--- src/rtl/led_pattern_gen.sv ---
// LED pattern generator: a prescaler paces a registered pattern through blink,
// walking-one, ping-pong or binary-count modes, with pause and optional inversion.
module led_pattern_gen #(
    parameter int CLOCK_XTAL = 27000000,
    parameter int TICK_HZ    = 2,
    parameter int LED_NUM    = 6,
    parameter bit ACTIVE_LOW = 1'b1
) (
    input  logic               clk,
    input  logic               rst,
    input  logic [1:0]         mode,
    input  logic               pause,
    output logic               step_tick,
    output logic [LED_NUM-1:0] leds
);

    localparam int DIV = CLOCK_XTAL / TICK_HZ;
    localparam int PW  = (DIV > 1) ? $clog2(DIV) : 1;
    localparam logic [PW-1:0] LAST = PW'(DIV - 1);

    typedef enum logic [1:0] {
        MODE_BLINK = 2'd0,
        MODE_WALK  = 2'd1,
        MODE_PING  = 2'd2,
        MODE_COUNT = 2'd3
    } mode_t;

    logic [PW-1:0]      prescaler;
    logic [LED_NUM-1:0] pattern;
    logic [LED_NUM-1:0] next_pattern;
    logic [LED_NUM-1:0] init_pattern;
    logic               dir;
    logic               next_dir;
    mode_t              act_mode;

    // Next pattern/direction for one step in the active mode
    always_comb begin
        next_pattern = pattern;
        next_dir     = dir;
        case (act_mode)
            MODE_BLINK: next_pattern = ~pattern;
            MODE_WALK:  next_pattern = {pattern[LED_NUM-2:0], pattern[LED_NUM-1]};
            MODE_PING: begin
                if (dir) begin
                    if (pattern[LED_NUM-1]) begin
                        next_dir     = 1'b0;
                        next_pattern = pattern >> 1;
                    end else begin
                        next_pattern = pattern << 1;
                    end
                end else begin
                    if (pattern[0]) begin
                        next_dir     = 1'b1;
                        next_pattern = pattern << 1;
                    end else begin
                        next_pattern = pattern >> 1;
                    end
                end
            end
            MODE_COUNT: next_pattern = pattern + 1'b1;
            default:    next_pattern = pattern;
        endcase
    end

    always_comb begin
        init_pattern = '0;
        if (mode == 2'd1 || mode == 2'd2) begin
            init_pattern = LED_NUM'(1);
        end
    end

    // A mode change outranks both pause and a coincident tick
    always_ff @(posedge clk or posedge rst) begin
        if (rst) begin
            prescaler <= '0;
            act_mode  <= MODE_BLINK;
            pattern   <= '0;
            dir       <= 1'b1;
            step_tick <= 1'b0;
        end else if (mode != act_mode) begin
            act_mode  <= mode_t'(mode);
            prescaler <= '0;
            step_tick <= 1'b0;
            pattern   <= init_pattern;
            dir       <= 1'b1;
        end else if (pause) begin
            step_tick <= 1'b0;
        end else if (prescaler == LAST) begin
            prescaler <= '0;
            step_tick <= 1'b1;
            pattern   <= next_pattern;
            dir       <= next_dir;
        end else begin
            prescaler <= prescaler + 1'b1;
            step_tick <= 1'b0;
        end
    end

    assign leds = pattern ^ {LED_NUM{ACTIVE_LOW}};

endmodule

--- config.mk ---
export PLATFORM = sky130hd
export DESIGN_NAME = led_pattern_gen
export DESIGN_NICKNAME = d
export VERILOG_FILES = /design/src/rtl/led_pattern_gen.sv
export SDC_FILE = /design/constraint.sdc
export NUM_CORES = 1
export LEC_CHECK = 0
export BUFFER_PORTS_ARGS = -buffer_cell sky130_fd_sc_hd__buf_2
export CORE_ASPECT_RATIO = 0.8
export CORE_UTILIZATION = 53
export CTS_CLUSTER_SIZE = 30
export DETAILED_ROUTE_END_ITERATION = 7
export MAX_ROUTING_LAYER = met4
export PLACE_DENSITY = 0.7
export SYNTH_ARGS = -nofsm -noshare
export SYNTH_HDL_FRONTEND = slang
export SYNTH_SLANG_ARGS = --single-unit
--- constraint.sdc ---
create_clock -name clk -period 2.7 [get_ports clk]
set_input_delay 0.27 -clock clk [delete_from_list [all_inputs] [get_ports clk]]
set_output_delay 0.27 -clock clk [all_outputs]
set_load 0.005 [all_outputs]
# [After elaboration in Yosys (flattened, before gate mapping)]
# Cells that the tools add are included.
[op_classes] addsub=2 eq_ne=8 n_mux=21 n_bitwise=1 reduce_logical=6
[op_table] operator="2-to-1 mux 24 bit" n=3
[op_table] operator="2-to-1 mux 6 bit" n=6
[op_table] operator="adder 24 x 1 -> 24 bit, second input constant" n=1
[op_table] operator="equality test 24 bit, second input constant" n=1
[op_table] operator="one-hot mux 6 bit (4 select lines)" n=1
[op_table] operator="2-to-1 mux 1 bit" n=11
[op_table] operator="adder 6 x 1 -> 6 bit, second input constant" n=1
[op_table] operator="equality test 2 bit, second input constant" n=3
[op_table] operator="NOT 6 bit" n=1
[op_table] operator="equality test 2 x 1 -> 1 bit, second input constant" n=2
[op_table] operator="nonzero test 2 bit" n=2
[op_table] operator="AND reduction 3 bit" n=1
[op_table] operator="zero test 2 bit" n=1
[op_table] operator="!= test 2 x 1 -> 1 bit, second input constant" n=1
[op_table] operator="!= test 2 bit" n=1
[op_table] operator="AND reduction 2 bit" n=1
[op_table] operator="logical OR 1 bit" n=1
[word_totals] reg_bits=34 inputBits=5

# [Logic depth before layout (Yosys ltp)]
# Gate-level depths: netlist of the first run.
[logic_depth] word_depth=6 mapped_depth=7

# [Worst setup path after synthesis of the first run]
# No wires, ideal clock.
[synth_timing] path_type="register -> register" start="register prescaler[8]" end="register pattern[0]" setup_time_ns=0.146 arrival_time_ns=1.663 required_ns=2.554 path_slack_ns=0.892 path_stages_with_launch=6 n_path_buf=0 cell_sequence="dfrtp_1 -> or4b_4 -> nor3_4 -> and3_1 -> o2111a_1 -> a311oi_2"
[synth_between] elab_chain_len=3
[synth_rtl] item="start: declaration" line_no="28" text="logic [PW-1:0] prescaler;"
[synth_rtl] item="start signal: assignment" line_no="94" text="prescaler <= prescaler + 1'b1;"
[synth_rtl] item="equality test 24 bit" line_no="88" text="end else if (prescaler == LAST) begin"
[synth_rtl] item="nonzero test 2 bit (no source line)"
[synth_rtl] item="AND reduction 2 bit (no source line)"
[synth_rtl] item="end signal: assignment" line_no="84" text="pattern <= init_pattern;"
[synth_rtl] item="end signal: assignment" line_no="91" text="pattern <= next_pattern;"
[synth_rtl] item="end: declaration" line_no="29" text="logic [LED_NUM-1:0] pattern;"
# Every way passes these cells.
# A chain may end at the register's enable or synchronous reset.

# [Worst setup path after layout of the first run]
[layout_timing] start="register prescaler[5]" end="register pattern[5]"
# The elaborated chain is that of the path after synthesis.

==> metrics.md, run 1 <==
| Metric | Value |
|---|---|
| Status | finished clean |
| Measured slew at the worst slew-check pin | between 0.6 and 0.7 ns |
| Placement Rows | 20 |
| DRT Pass-1 Iters | 4 |
| Sequential share of the synthesized area | around 39% |
| Synthesized area | between 2000 and 2500 sq um |
| Mux cell area share after synthesis | 0.460% |
| Final Skew | ~0.0072 ns |
| Ratio of cells with drive above 1 in the final layout | between 10% and 20% |
| Deepest clock path buffer count | 2 |
| Largest net degree at the start of global routing | 35 |
| Fin crit share | between 70% and 80% |
| Die Y | 59.3 microns |
| Max_slew headroom | slightly below 60% |
| Routed WL per cell | between 15 and 20 microns |
| I/O pin cnt | 12 |
| Pwr Total | between 1000 and 1500 uW |
| Leakage | between 0.0009 and 0.001 uW |
| Routed wire length | a little under 5000 microns |
| RSZ-0062 raised after global routing | no |
| CTS clk-pin slew, worst paths | ~0.070 ns |
| FILL cells | approximately 370 |
| Die ar. | around 4400 sq um |
| Final ANT Viol Nets | 0 |
| Max H-tree Level | 2 |
| Post-DP HPWL | roughly 3400 microns |
| 1st-iter DRT viols | approximately 160 |
| Cell Int Power | 799 uW |
| Worst skew pair latency | 0.28 ns |
| Critical Path AT | ~2.2 ns |
| Max-capacitance violation count | 0 |
| Required @ worst endpoint | roughly 2.8 ns |
| First-pass GRT wire length | between 8000 and 9000 microns |
| Top-area cell type share of the netlist area | 37.9% |
| Syn nets | 258 |
| Initial core utilization | 56.5% |
| Synth Area in Simple Gates | about a third |
| #FFs+latches synth | 34 |
| Worst Setup Path Type | flop to flop |
| EDFF count, synth | 0 |
| Hold Vio Cnt, Final | 0 |
| Die width | between 70 and 80 microns |
| Ant. Diodes | 0 |
| Vias in the first global route | between 1500 and 2000 |
| # clock sinks | 34 |
| Register area | roughly 850 sq um |
| Switch share | between 20% and 30% |
| Crit path time final | 2.09 ns |
| Area growth, synth to finish | 8.79% |
| Total CTS buffers | 5 |
| Synthesized netlist cell count | between 200 and 300 |
| Post-CTS Repair Setup Buffers | 0 |
| CTS tree | done |
| Complex-gate fraction of the synthesized area | between 15 and 20% |
| Largest area contributor in the netlist | dfrtp_1 |
| Pwr per Cell Area | approximately 440 nW/um^2 |
| Area occupied by multi-input gates | 1230 sq um |
| Worst-path fanout max | 11 |
| RePlAce Congestion | approximately 0.83 |
| GRT Resource Usage Total | between 20% and 30% |
| Post-synthesis xor/xnor area fraction | under 10% |
| Synth async-reset ratio | between 90% and 100% |
| Adder-Cell Fraction of Synth Area | 1.72% |
| Max IR drop VDD | 0.000275 V |
| Via Count | 1933 |
| CTS root buffer | clkbuf_8 |
| Yosys Warn Count | 0 |
| Synth area leaders | dfrtp_1, nand3_1, a21oi_1 |
| Post-route DRC | 0 |
| Switching pwr | around 250 uW |
| Setup crit end kind | flop |
| Final setup TNS | 0 ns |
| Max-slew violations | 0 |
| PortBufs | 11 |
| Clock network power share | 41.6% |
| Largest family of logic cells by synthesized area | simple AND/OR/NAND/NOR gates |
| Startpoint Class | flop |
| Max Clk Rate | about 480 MHz |
| Combinational Power Share | ~8% |
| Initial antenna violation count | 0 |
| Main synth FF type | dfrtp_1 |
| Post-DR vias/cell | between 6 and 7 |
| Number of hold buffers added after CTS | 0 |
| Core area | approximately 3900 sq um |
| Worst hold path class | input pin to asynchronous set/reset pin |
| Sequential fraction of design power | around half |
| Post-cts sizing count | 0 |
| Setup Viol. Count Final | 0 |
| Syn avg cell area | 8.71 sq um |
| Distinct cells, synth | 53 |
| Nets@finish | between 200 and 300 |
| Gr ovfl total | 0 |
==> state kept, by name, summed over array words and instances, names as in the netlist <==
name       cells
act_mode       2
prescaler     24
dir            1
pattern        6
step_tick      1
==> cell usage in the layout, fill, tap and decap left out, drive strengths merged, types with 7 or more instances in the layout <==
| cell | netlist | layout |
|---|---|---|
| nor3 | 7 | 7 |
| nand4 | 13 | 13 |
| dfrtp | 33 | 33 |
| clkbuf | 12 | 8 |
| a21oi | 17 | 17 |
| buf | 1 | 12 |
| nand3 | 22 | 22 |
| nor2 | 21 | 21 |
| a31oi | 8 | 8 |
| inv | 12 | 12 |
| o21ai | 12 | 12 |
| nand2 | 20 | 20 |
==> cell families after synthesis <==
kind of cell	after synthesis
compound gates	57
xor+xnor	10
fa+ha+maj	3
buf+inv	25
flops	34
mux	1
simple gates	120
==> power by group through the flow <==
stage	clock (uW)	sequential [uW]	combinational, uW
6_report	437	529	84.3
5_1_grt	476	530	94.6
4_1_cts	450	528	84.7
3_5_place_dp	0	538	84.1
3_3_place_gp	0	538	84.8
2_1_floorplan	0	531	67.3
==> final cells by class <==
type	instances	area share (%)
tap	55	2.90
inverter	12	1.90
timing repair buffer	12	2.64
sequential	34	36.0
clock buffer	8	4.65
multi-input combinational	191	52.0
==> critical path, cell delays in order (launching register included) <==
cell      delay, ns
dfrtp_1        0.47
or4bb_1        0.58
nor3_4         0.27
nand3_2        0.28
nor3_1         0.27
a211oi_1       0.07
==> final timing paths <==
path | startpoint | end | slack, ns | depth (start not counted)
hold / removal | rst | pattern[3] | 0.07 | 3
min in group clk | mode[0] | act_mode[0] | 0.14 | 1
setup reg to reg | prescaler[5] | pattern[5] | 0.61 | 5
setup / recovery | prescaler[5] | pattern[5] | 0.61 | 5
hold reg to reg | prescaler[23] | prescaler[23] | 0.57 | 2
max in group asynchronous | rst | dir | 2.28 | 3
==> synthesized netlist by cell type (all sizes together), types with 5 or more instances <==
| library cell | instances |
|---|---|
| o21ai | 12 |
| nor3 | 7 |
| or4 | 5 |
| a31oi | 8 |
| or3 | 5 |
| xnor2 | 6 |
| nand4 | 13 |
| inv | 12 |
| nand2 | 20 |
| a21oi | 17 |
| dfrtp | 33 |
| clkbuf | 12 |
| nor2 | 21 |
| and3 | 6 |
| nand3 | 22 |
==> metal layers <==
metal / GRT usage [%] / routed length, microns
met1: 39.4 / 2560
met2: 31.5 / 1930
met3: 6.63 / 339
met4: 8.24 / 35
met5: - / 0
==> metrics by stage <==
| stage | hold WS [ns] | std cells | cell area [sq um] | setup WS (ns) | utilization, % |
|---|---|---|---|---|---|
| 2_1_floorplan | 0.368 | 250 | 2180 | 0.892 | - |
| 4_1_cts | 0.0810 | 312 | 2370 | 0.621 | 61.5 |
| 6_report | 0.0675 | 312 | 2370 | 0.607 | 61.5 |
| 3_3_place_gp | 0.385 | 304 | 2260 | 0.672 | 58.6 |
| 5_1_grt | 0.0998 | 312 | 2370 | 0.387 | 61.5 |
| 3_5_place_dp | 0.384 | 304 | 2260 | 0.630 | 58.6 |
No activity file was read; power rests on OpenSTA's default activity.
==> run 2: changes to the inputs <==
==> constraint.sdc (replaced) <==
create_clock -name clk -period 2.1 [get_ports clk]
set_input_delay 0.21 -clock clk [delete_from_list [all_inputs] [get_ports clk]]
set_output_delay 0.21 -clock clk [all_outputs]
set_load 0.005 [all_outputs]
==> metrics.md, run 2 (synthesis gave the netlist of run 1 again) <==
| Metric | Value |
|---|---|
| Status | finished clean |
| Most common cell after layout, fill and taps aside | dfrtp_1 |
| Crit path time final | approximately 2 ns |
| Routed wire length | around 4800 microns |
| Total CTS buffers | 5 |
| PortBufs | 11 |
| Measured slew at the worst slew-check pin | 0.432 ns |
| Post-route DRC | 0 |
| Vias in the first global route | about 1500 |
| FILL cells | 338 |
| Ratio of cells with drive above 1 in the final layout | a little under a fifth |
| Top delay family on crit path | simple AND/OR/NAND/NOR gates |
| Placed insts | roughly 310 |
| Critical Path AT | 2.15 ns |
| Hold Vio Cnt, Final | 0 |
| Initial antenna violation count | 0 |
| Worst Setup Path Type | flop to flop |
| Die width | roughly 74 microns |
| CTS root buffer | clkbuf_8 |
| Routed WL per cell | ~15 microns |
| Largest Register | prescaler |
| Number of flip-flops in the largest register | 24 |
| RePlAce Congestion | around 0.84 |
| CTS tree | done |
| Area growth, synth to finish | 12.3% |
| Non-Filler Instances | 322 |
| Max IR drop VDD | ~0.00043 V |
| I/O pin cnt | 12 |
| Post-DP HPWL | ~3500 microns |
| First-pass GRT wire length | 7820 microns |
| Max Clk Rate | 502 MHz |
| Worst hold path class | input pin to asynchronous set/reset pin |
| Largest net degree at the start of global routing | 35 |
| Max_slew headroom | 71.2% |
| Startpoint Class | flop |
| Max H-tree Level | 2 |
| Placement Rows | 20 |
| Setup crit end kind | flop |
| # clock sinks | 34 |
| Via Count | 1924 |
| Crit path cell chain | or4b_4 > nor3_4 > nand3_2 > nand2_2 > nor2_1 |
| RSZ-0062 raised after global routing | no |
| Final setup TNS | 0 ns |
| Deepest clock path buffer count | 2 |
| CTS clk-pin slew, worst paths | 0.07 ns |
| Nets@finish | roughly 270 |
| DRT Pass-1 Iters | 4 |
| Crit path buf inv count | 0 |
| Worst skew pair latency | 0.28 ns |
| Core area | around 3900 sq um |
| Pwr Total | ~1400 uW |
| Final ANT Viol Nets | 0 |
| Largest registers | prescaler x24, pattern x6, act_mode x2 |
| Setup Viol. Count Final | 0 |
| Worst path max stage delay | around 0.56 ns |
| Pwr per Cell Area | 554 nW/um^2 |
| Final hold slack | ~0.019 ns |
| Post-DR vias/cell | between 5 and 6 |
| Initial core utilization | a little under three fifths |
| Ant. Diodes | 0 |
| 1st-iter DRT viols | 183 |
| Leakage | just under 0.001 uW |
| Gr ovfl total | 0 |
| Die Y | slightly below 60 microns |
| Worst-path fanout max | 11 |
| Die ar. | 4370 sq um |
| Required @ worst endpoint | ~2.3 ns |
| GRT Resource Usage Total | 25.1% |
| Most frequent cells in the layout | dfrtp_1, nor2_1, nand2_1, nand3_1, a21oi_1 |
| Fin crit share | a little over nine tenths |
| CP max-delay cell | or4b_4 |
| Final Skew | around 0.007 ns |
| Max-capacitance violation count | 0 |
| Max-slew violations | 0 |
run 2: area by class of cell:
cell class	instances	area (sq um)	area share [%]
inverter	12	45.0	1.84
timing repair buffer	22	138	5.63
tap	55	68.8	2.81
multi-input combinational	191	1230	50.4
sequential	34	852	34.8
clock buffer	8	110	4.50
run 2: tightest hold or removal path: cells and delay by family:
kind	cells	cell delay (ns)
buffers and inverters	3	0.52
run 2: path summary, 6_finish.rpt:
kind | start | cells past startpoint | end | slack, ns
min | rst | 3 | prescaler[6] | 0.02
max reg2reg | prescaler[8] | 5 | prescaler[13] | 0.11
max | prescaler[8] | 5 | prescaler[13] | 0.11
max in group asynchronous | rst | 3 | dir | 1.75
min in group clk | mode[0] | 1 | act_mode[0] | 0.08
min reg2reg | prescaler[14] | 2 | prescaler[14] | 0.55
run 2: report_power, final:
part / switching, uW / leakage, uW / total, uW / internal, uW
logic: 83.7 / 0.000447 / 127 / 42.9
clock network: 226 / 0.0000575 / 557 / 331
registers: 10.6 / 0.000464 / 673 / 662
run 2: metrics by stage:
stage	area, sq um	util [%]	worst slack (ns)
floorplan	2180	-	0.292
global placement	2330	60.6	0.164
detailed placement	2330	60.6	0.124
CTS	2440	63.4	0.107
global route	2450	63.5	0.00556
finish	2450	63.5	0.110
run 2: layer usage:
layer | global-route usage [%] | vias to the layer above | part of all wire, %
li1 | - | 955 | -
met4 | 6.59 | 0 | 0.62
met3 | 5.27 | 4 | 8.4
met1 | 40.4 | 907 | 52
met2 | 30.7 | 58 | 39
met5 | - | - | 0
run 2: what timing repair did:
item / 4_1_cts / 5_1_grt
buffers inserted: 0 / 0
gates resized for setup: 0 / 1
hold buffers: 0 / 0
endpoints found under the setup margin: 0 / 1
endpoints found under the hold margin: 0 / 0
==> run 3: changes to the inputs <==
--- a/config.mk
+++ b/config.mk
@@ -7,11 +7,12 @@
 export LEC_CHECK = 0
 export BUFFER_PORTS_ARGS = -buffer_cell sky130_fd_sc_hd__buf_2
 export CORE_ASPECT_RATIO = 0.8
-export CORE_UTILIZATION = 53
+export CORE_UTILIZATION = 35
 export CTS_CLUSTER_SIZE = 30
 export DETAILED_ROUTE_END_ITERATION = 7
 export MAX_ROUTING_LAYER = met4
-export PLACE_DENSITY = 0.7
+export PLACE_DENSITY = 0.5
+export RECOVER_POWER = 50
 export SYNTH_ARGS = -nofsm -noshare
 export SYNTH_HDL_FRONTEND = slang
 export SYNTH_SLANG_ARGS = --single-unit
==> metrics.md, run 3 (synthesis gave the netlist of run 1 again) <==
| Metric | Value |
|---|---|
| First-pass GRT wire length | between 9000 and 10000 microns |
| Met1 WL | a little under 3000 microns |
| Top sig layer | met4 |
| Die ar. | around 6500 sq um |
| Max H-tree Level | 2 |
| Failing checks | max-capacitance violations, max-slew violations |
| Met2 WL post-DR | between 2000 and 2500 microns |
| Largest net degree at the start of global routing | 35 |
| Placement Rows | 25 |
| Setup Viol. Count Final | 0 |
| PortBufs | 11 |
| Deepest clock path buffer count | 2 |
| Final ANT Viol Nets | 0 |
| Leakage | 0.000979 uW |
| GRT Resource Usage Total | between 10% and 20% |
| RePlAce Congestion | between 0.8 and 0.9 |
| Critical Path Start | prescaler[8] |
| CTS clk-pin slew, worst paths | approximately 0.07 ns |
| Number of flip-flops in the largest register | 24 |
| Most common cell after layout, fill and taps aside | dfrtp_1 |
| Final setup TNS | 0 ns |
| Crit path time final | 1.99 ns |
| Post-route DRC | 0 |
| Worst-path fanout max | 8 |
| Max Clk Rate | between 500 and 600 MHz |
| Pwr per Cell Area | about 500 nW/um^2 |
| Hold Vio Cnt, Final | 0 |
| Gr ovfl total | 0 |
| Non-Filler Instances | between 300 and 400 |
| Worst skew pair latency | 0.28 ns |
| Total CTS buffers | 5 |
| Post-DP HPWL | approximately 4000 microns |
| Required @ worst endpoint | roughly 2.3 ns |
| Max_slew headroom | -22.6% |
| R2R Path Start | prescaler[8] |
| Fin crit share | between 90% and 100% |
| RSZ-0062 raised after global routing | no |
| Most frequent cells in the layout | dfrtp_1, nor2_1, nand2_1, nand3_1, buf_4 |
| CTS tree | done |
| DRT Pass-1 Iters | 5 |
| Post-DR vias/cell | 5.61 |
| Ant. Diodes | 0 |
| Die Y | about 73 microns |
| Pre-CTS setup slack | between 0.1 and 0.15 ns |
| Die width | between 90 and 100 microns |
| Largest Register | prescaler |
| Setup ws final | roughly 0.11 ns |
| CTS root buffer | clkbuf_8 |
| Post-cts sizing count | 0 |
| Startpoint Class | flop |
| I/O pin cnt | 12 |
| Ratio of cells with drive above 1 in the final layout | 17.9% |
| Post-CTS Repair Setup Buffers | 0 |
| Vias in the first global route | 1816 |
| Worst hold path class | input pin to flop |
| Core area | 5940 sq um |
| Routed wire length | 5340 microns |
| Initial core utilization | ~37% |
| # clock sinks | 34 |
| Initial antenna violation count | 0 |
| 1st-iter DRT viols | between 150 and 200 |
| Measured slew at the worst slew-check pin | ~1.8 ns |
| Final Skew | roughly 0.0047 ns |
| Routed WL per cell | approximately 15 microns |
| Critical Path AT | between 2 and 2.5 ns |
| Worst Hold Launch | mode[1] |
| Largest registers | prescaler x24, pattern x6, act_mode x2 |
| WL met3 | around 220 microns |
| Worst Setup Path Type | flop to flop |
| Nets@finish | 281 |
| Setup crit end kind | flop |
| Status | complete, but fails checks |
| Max-capacitance violation count | 1 |
| Max IR drop VDD | approximately 0.00022 V |
| Placed insts | about 350 |
| Area growth, synth to finish | 14.5% |
| Pwr Total | 1260 uW |
| Number of hold buffers added after CTS | 0 |
| Via Count | around 2000 |
| Max-slew violations | 35 |
## run 3: cell count changes in the layout (fill, tap and decap cells not counted), sizes merged
cell    delta
buf        +4
clkbuf     +3
## run 3: path summary, 6_finish.rpt
path / end / slack [ns] / cells after the start
worst max-delay path: pattern[0] / 0.11 / 5
worst min-delay path: act_mode[1] / 0.10 / 1
worst max register to register: pattern[0] / 0.11 / 5
worst min register to register: prescaler[14] / 0.55 / 2
max in group asynchronous: prescaler[14] / 0.46 / 3
min in group asynchronous: prescaler[3] / 0.57 / 3
## run 3: worst max-delay path, stage by stage, from the launching register on
cell and delay, ns:
dfrtp_1 0.42, or4b_4 0.57, nor3_4 0.24, nand3_2 0.21, buf_4 0.22, a311oi_2 0.24
## run 3: routing by layer
| layer | vias up | GRT usage, % |
|---|---|---|
| met5 | - | - |
| met4 | 0 | 5.38 |
| met3 | 4 | 3.46 |
| met2 | 40 | 24.8 |
| met1 | 978 | 27.8 |
| li1 | 968 | - |
## run 3: cell type report
class / instances / area, sq um
clock buffers: 8 / 80.1
fillers: 629 / 3450
inverters: 12 / 45.0
multi-input cells: 191 / 1230
flip-flops and latches: 34 / 852
well taps: 81 / 101
repair buffers: 29 / 184
## run 3: metrics by stage
stage / hold WS [ns] / cell area (sq um) / util (%)
after CTS: 0.0308 / 2500 / 42.1
final: 0.103 / 2490 / 42.0
after global placement: 0.336 / 2420 / 40.7
after detailed placement: 0.340 / 2420 / 40.7
after global routing: 0.109 / 2490 / 42.0
after floorplan: 0.308 / 2180 / -
## run 3: power breakdown
part / switching (uW) / internal, uW / leakage, uW / total [uW]
Clock: 224 / 236 / 0.0000395 / 460
Sequential: 13.4 / 662 / 0.000464 / 675
Combinational: 82.2 / 42.3 / 0.000475 / 125
Total: 320 / 940 / 0.000979 / 1260
